**src/rtl/instr_decode_queue.sv**
```systemverilog
// Instruction queue plus decode stage feeding the register file read/write ports.
// Optional HAZARD_STALL_EN: holds back a FIFO head that reads a just-issued destination.
module instr_decode_queue #(
    parameter int unsigned DEPTH  = 4,
    parameter int unsigned DATA_W = 32,
    parameter int unsigned ADDR_W = 5
) (
    input  logic              Clk,
    input  logic              Reset,
    input  logic [DATA_W-1:0] Instr_In,
    input  logic              Instr_Valid,
    output logic              Instr_Ready,
    input  logic              Flush,
    output logic [ADDR_W-1:0] Read_Register_1,
    output logic [ADDR_W-1:0] Read_Register_2,
    output logic [ADDR_W-1:0] Write_Register,
    output logic [DATA_W-1:0] Imm_Out,
    output logic [5:0]        Opcode_Out,
    output logic              Sig_Reg_Write,
    output logic              Sig_Illegal,
    output logic              Dec_Valid,
    input  logic              Dec_Ready
);

    localparam int unsigned PtrW = $clog2(DEPTH);
    localparam int unsigned CntW = PtrW + 1;

    logic [DATA_W-1:0] mem_q [DEPTH];
    logic [PtrW-1:0]   wr_ptr_q, wr_ptr_d, rd_ptr_q, rd_ptr_d;
    logic [CntW-1:0]   count_q, count_d;

    logic              dec_valid_q, dec_valid_d;
    logic [ADDR_W-1:0] rs_q, rs_d, rt_q, rt_d, wr_q, wr_d;
    logic [DATA_W-1:0] imm_q, imm_d;
    logic [5:0]        op_q, op_d;
    logic              we_q, we_d, ill_q, ill_d;

    logic              enq, deq, stall;
    logic [DATA_W-1:0] head;
    logic [5:0]        head_op;
    logic [ADDR_W-1:0] head_rs, head_rt, head_rd, dec_wr;
    logic [DATA_W-1:0] dec_imm;
    logic              dec_we, dec_ill;

    assign Instr_Ready = (count_q != CntW'(DEPTH));
    assign enq         = Instr_Valid && Instr_Ready;
    assign deq         = (count_q != '0) && (!dec_valid_q || Dec_Ready) && !stall;
    assign head        = mem_q[rd_ptr_q];

    // Combinational decode of the FIFO head; registered only when it moves out.
    always_comb begin
        head_op = head[31:26];
        head_rs = ADDR_W'(head[25:21]);
        head_rt = ADDR_W'(head[20:16]);
        head_rd = ADDR_W'(head[15:11]);
        dec_imm = {{(DATA_W-16){head[15]}}, head[15:0]};
        dec_wr  = '0;
        dec_we  = 1'b0;
        dec_ill = 1'b0;
        case (head_op)
            6'h00: begin
                dec_wr = head_rd;
                dec_we = 1'b1;
            end
            6'h08, 6'h23: begin
                dec_wr = head_rt;
                dec_we = 1'b1;
            end
            6'h2B, 6'h04: begin
                dec_wr = '0;
                dec_we = 1'b0;
            end
            default: dec_ill = 1'b1;
        endcase
        if (dec_wr == '0) dec_we = 1'b0;
    end

`ifdef HAZARD_STALL_EN
    logic [ADDR_W-1:0] sb_rd_q, sb_rd_d;
    logic              sb_live_q, sb_live_d;
    logic              handoff, hit_now, hit_sb;

    assign handoff = dec_valid_q && Dec_Ready;

    // Window covers the hand-off cycle itself (live compare) and the one after (scoreboard).
    always_comb begin
        hit_now   = handoff && we_q && (head_rs == wr_q || head_rt == wr_q);
        hit_sb    = sb_live_q && (sb_rd_q != '0) && (head_rs == sb_rd_q || head_rt == sb_rd_q);
        stall     = hit_now || hit_sb;
        sb_rd_d   = sb_rd_q;
        sb_live_d = 1'b0;
        if (Flush) begin
            sb_rd_d = '0;
        end else if (handoff) begin
            sb_rd_d   = we_q ? wr_q : '0;
            sb_live_d = 1'b1;
        end
    end

    always_ff @(posedge Clk or posedge Reset) begin
        if (Reset) begin
            sb_rd_q   <= '0;
            sb_live_q <= 1'b0;
        end else begin
            sb_rd_q   <= sb_rd_d;
            sb_live_q <= sb_live_d;
        end
    end
`else
    assign stall = 1'b0;
`endif

    always_comb begin
        wr_ptr_d    = wr_ptr_q;
        rd_ptr_d    = rd_ptr_q;
        count_d     = count_q;
        dec_valid_d = dec_valid_q;
        rs_d        = rs_q;
        rt_d        = rt_q;
        wr_d        = wr_q;
        imm_d       = imm_q;
        op_d        = op_q;
        we_d        = we_q;
        ill_d       = ill_q;
        if (Flush) begin
            wr_ptr_d    = '0;
            rd_ptr_d    = '0;
            count_d     = '0;
            dec_valid_d = 1'b0;
        end else begin
            if (enq) wr_ptr_d = wr_ptr_q + PtrW'(1);
            if (deq) rd_ptr_d = rd_ptr_q + PtrW'(1);
            case ({enq, deq})
                2'b10:   count_d = count_q + CntW'(1);
                2'b01:   count_d = count_q - CntW'(1);
                default: count_d = count_q;
            endcase
            if (deq) begin
                dec_valid_d = 1'b1;
                rs_d        = head_rs;
                rt_d        = head_rt;
                wr_d        = dec_wr;
                imm_d       = dec_imm;
                op_d        = head_op;
                we_d        = dec_we;
                ill_d       = dec_ill;
            end else if (Dec_Ready) begin
                dec_valid_d = 1'b0;
            end
        end
    end

    always_ff @(posedge Clk) begin
        if (enq && !Flush) mem_q[wr_ptr_q] <= Instr_In;
    end

    always_ff @(posedge Clk or posedge Reset) begin
        if (Reset) begin
            wr_ptr_q    <= '0;
            rd_ptr_q    <= '0;
            count_q     <= '0;
            dec_valid_q <= 1'b0;
            rs_q        <= '0;
            rt_q        <= '0;
            wr_q        <= '0;
            imm_q       <= '0;
            op_q        <= '0;
            we_q        <= 1'b0;
            ill_q       <= 1'b0;
        end else begin
            wr_ptr_q    <= wr_ptr_d;
            rd_ptr_q    <= rd_ptr_d;
            count_q     <= count_d;
            dec_valid_q <= dec_valid_d;
            rs_q        <= rs_d;
            rt_q        <= rt_d;
            wr_q        <= wr_d;
            imm_q       <= imm_d;
            op_q        <= op_d;
            we_q        <= we_d;
            ill_q       <= ill_d;
        end
    end

    assign Dec_Valid       = dec_valid_q;
    assign Read_Register_1 = rs_q;
    assign Read_Register_2 = rt_q;
    assign Write_Register  = wr_q;
    assign Imm_Out         = imm_q;
    assign Opcode_Out      = op_q;
    assign Sig_Reg_Write   = we_q;
    assign Sig_Illegal     = ill_q;

endmodule

```
**config.mk**
```make
export PLATFORM = sky130hd
export DESIGN_NAME = instr_decode_queue
export DESIGN_NICKNAME = d
export VERILOG_FILES = /design/src/rtl/instr_decode_queue.sv
export SDC_FILE = /design/constraint.sdc
export NUM_CORES = 1
export LEC_CHECK = 0
export ABC_AREA = 0
export CAP_MARGIN = 30
export CORE_ASPECT_RATIO = 1.2
export CORE_MARGIN = 2
export CORE_UTILIZATION = 54
export DETAILED_ROUTE_END_ITERATION = 7
export PLACE_DENSITY = 0.79
export SETUP_SLACK_MARGIN = 0.1
export SLEW_MARGIN = 5
export SYNTH_ARGS = -nofsm -noshare
export SYNTH_HDL_FRONTEND = slang
export SYNTH_SLANG_ARGS = --single-unit
```
**constraint.sdc**
```tcl
create_clock -name Clk -period 3.1 [get_ports Clk]
set_clock_uncertainty 0.05 [all_clocks]
set_input_delay 0.62 -clock Clk [delete_from_list [all_inputs] [get_ports Clk]]
set_output_delay 0.62 -clock Clk [all_outputs]
set_load 0.03 [all_outputs]
```
==> metrics <==
outcome=finished, final reports clean; first-pass GRT wire length=21.6 mm; vias per cell=5.54; Final WS setup=about 0.42 ns; initial antenna violation count=0; fin util=between 60% and 70%; Tmin final=2.68 ns; cell breakdown of the critical path=or3b_2, clkdlybuf4s50_1; post-synthesis cell count=about 420; DRT antenna net count=0; final net count=550; Startpoint Class=flip-flop; clock sink total=175; final setup fails=0; Crit. End Element=output port; CP Depth=2; CTS Hold Buffers Added=0; RR Startpoint=rd_ptr_q[0]; Slew HR=between 50 and 60%; f_max=373 MHz; drt total wl=~13 mm; Area growth syn-to-layout=24.9%; chip height=around 130 um; WS Path Type=reg -> out; die area=~14000 um^2; GRT Resource Usage Total=21.6%; post-CTS sizing=0; commonest cells after routing, fill and taps aside=edfxtp_1 (128), nand2_1 (107), clkdlybuf4s50_1 (93); flops & latches, synth=175; Worst VDD drop=around 530 uV; ys flop type=edfxtp_1; crit share post-route=86.5%; syn nets=459; Post-synth EDFFs=between 100 and 150; crit path launch=count_q[1]; CTS buffer count=17; Post-CTS Setup Bufs=0; port bufs=93; DR WL/cell=just under 20 um; Arr. time, crit path=between 2 and 2.5 ns; CTS Root Buffer Type=clkbuf_16; grt total ovfl=0; DRC=0; H-tree Lvls=4; critical path required time=2.43 ns; final hold viol count=0; worst hold path depth=2; share of cells above drive strength 1=between 10% and 20%; setup repair after global routing missed its margin=no; PwrDens=934 nW/um^2; count of different cell masters after synthesis=35; sequential-to-total area share from yosys stat=around 74%; CTS tree=done; Initial Utilization=54.6%; worst path bufs/invs=1; FFs w/ async S/R, synth=26.9%; Post-Syn Area=approximately 6800 um^2; FP Rows=45; number of DRC markers in iteration 0=349; Die Wd=approximately 110 um; core area=12500 um^2; depth of the most critical reg-to-reg path=5; Finished Cell Area=8530 um^2; min-delay src=Imm_Out[1]; Max Root-Sink Buffers=2; Vias=around 3800; vias in the first global route=around 4000; Post-DP Area=7920 um^2; delay-heaviest family, CP=buffers and inverters; Pre-antenna DRT Iters=6; Syn. warnings=0; LEAKAGE=about 3.1 nW; crit-path max FO=5; worst hold slack=between 0.4 and 0.5 ns; Worst-path clk slew=roughly 0.070 ns; final-report max-slew violation count=0; gp weighted congestion=0.830; largest net degree at the start of global routing=34; worst skew pair latency=~0.42 ns; Worst-Margin Slew=~0.6 ns; Final HPWL DP=8.16 mm; # IOs=94; Crit-path slowest cell=clkdlybuf4s50_1; HP Class=reg -> reg; n_diodes=0; filler instances=just over 800; Worst Setup Slack post-DPL=roughly 0.34 ns; syn_area_per_cell=~16 um^2; commonest non-fill, non-tap cell in the layout=edfxtp_1; Setup TNS=0 ns; # Max-Cap Violations=0; critical path's largest stage delay=a little over 0.6 ns
[cell type report]
type                    count  area (um^2)  share of cell area (%)
inverters                   4         15.0                   0.176
flip-flops and latches    175         5020                    58.9
clock inverters            13          151                    1.78
repair buffers            106         1080                    12.7
multi-input cells         204         1600                    18.8
clock buffers              19          453                    5.31
well taps                 164          205                    2.41
[synthesized netlist by cell type (4+ instances only)]
| master | number | area share, % |
|---|---|---|
| a21oi_1 | 4 | 0.29 |
| a22oi_1 | 5 | 0.55 |
| and2_1 | 5 | 0.46 |
| buf_2 | 4 | 0.29 |
| buf_4 | 16 | 1.8 |
| clkbuf_1 | 11 | 0.60 |
| dfrtp_1 | 47 | 17 |
| edfxtp_1 | 128 | 56 |
| ha_1 | 4 | 0.73 |
| inv_1 | 4 | 0.22 |
| mux4_2 | 30 | 9.9 |
| nand2_1 | 107 | 5.9 |
| nor2_1 | 11 | 0.60 |
| o21ai_0 | 7 | 0.51 |
| xor2_1 | 4 | 0.51 |
[per-stage QoR]
step                      cells  total power, W
after global placement      653         0.00579
after CTS                   685         0.00802
final                       685         0.00796
after floorplan             417         0.00495
after global routing        685         0.00833
after detailed placement    653         0.00585
[routing by layer]
metal | track usage, % | vias to the layer above | wire, um
li1 | - | 1699 | -
met1 | 28.2 | 1936 | 5440
met2 | 36.3 | 148 | 7010
met3 | 3.88 | 14 | 736
met4 | 8.40 | 0 | 193
met5 | 0 | - | 0
[sequential cells by signal, summed over array words and instances (netlist names)]
register / flops
mem_q: 128
Imm_Out: 16
Opcode_Out: 6
Read_Register_1: 5
Read_Register_2: 5
Write_Register: 5
count_q: 3
rd_ptr_q: 2
wr_ptr_q: 2
Dec_Valid: 1
Sig_Illegal: 1
Sig_Reg_Write: 1
[worst paths after layout]
| check | endpoint | slack (ns) |
|---|---|---|
| max reg2reg | Sig_Reg_Write | 0.48 |
| min reg2reg | Imm_Out[1] | 0.43 |
| max | Instr_Ready | 0.42 |
| max in group asynchronous | Read_Register_2[1] | 1.88 |
| min | Imm_Out[1] | 0.43 |
| min in group asynchronous | Dec_Valid | 0.46 |
[tightest hold or removal path, cell delays in order (launching register included)]
cell and delay (ns):
dfrtp_1 0.34, nand2_1 0.05, nand2_1 0.06
[cell families (layout without fill, tap and decap cells)]
| logic type | after synthesis | count (layout) | synth area share [%] |
|---|---|---|---|
| buffers and inverters | 38 | 142 | 3.15 |
| and+or+nand+nor | 140 | 140 | 8.69 |
| xor gates and xnor gates | 6 | 6 | 0.770 |
| adders and majority gates | 5 | 5 | 1.03 |
| DFF | 175 | 175 | 73.5 |
| AOI/OAI and AO/OA | 19 | 19 | 1.87 |
| muxes | 34 | 34 | 11.0 |
[where the power goes]
group          internal (W)  total (W)  switching, W
Clock               0.00125    0.00215      0.000898
Combinational       0.00113    0.00271       0.00158
Sequential          0.00287    0.00311      0.000237
Total               0.00525    0.00796       0.00271
Note: power is estimated with default switching activity, not from simulation.
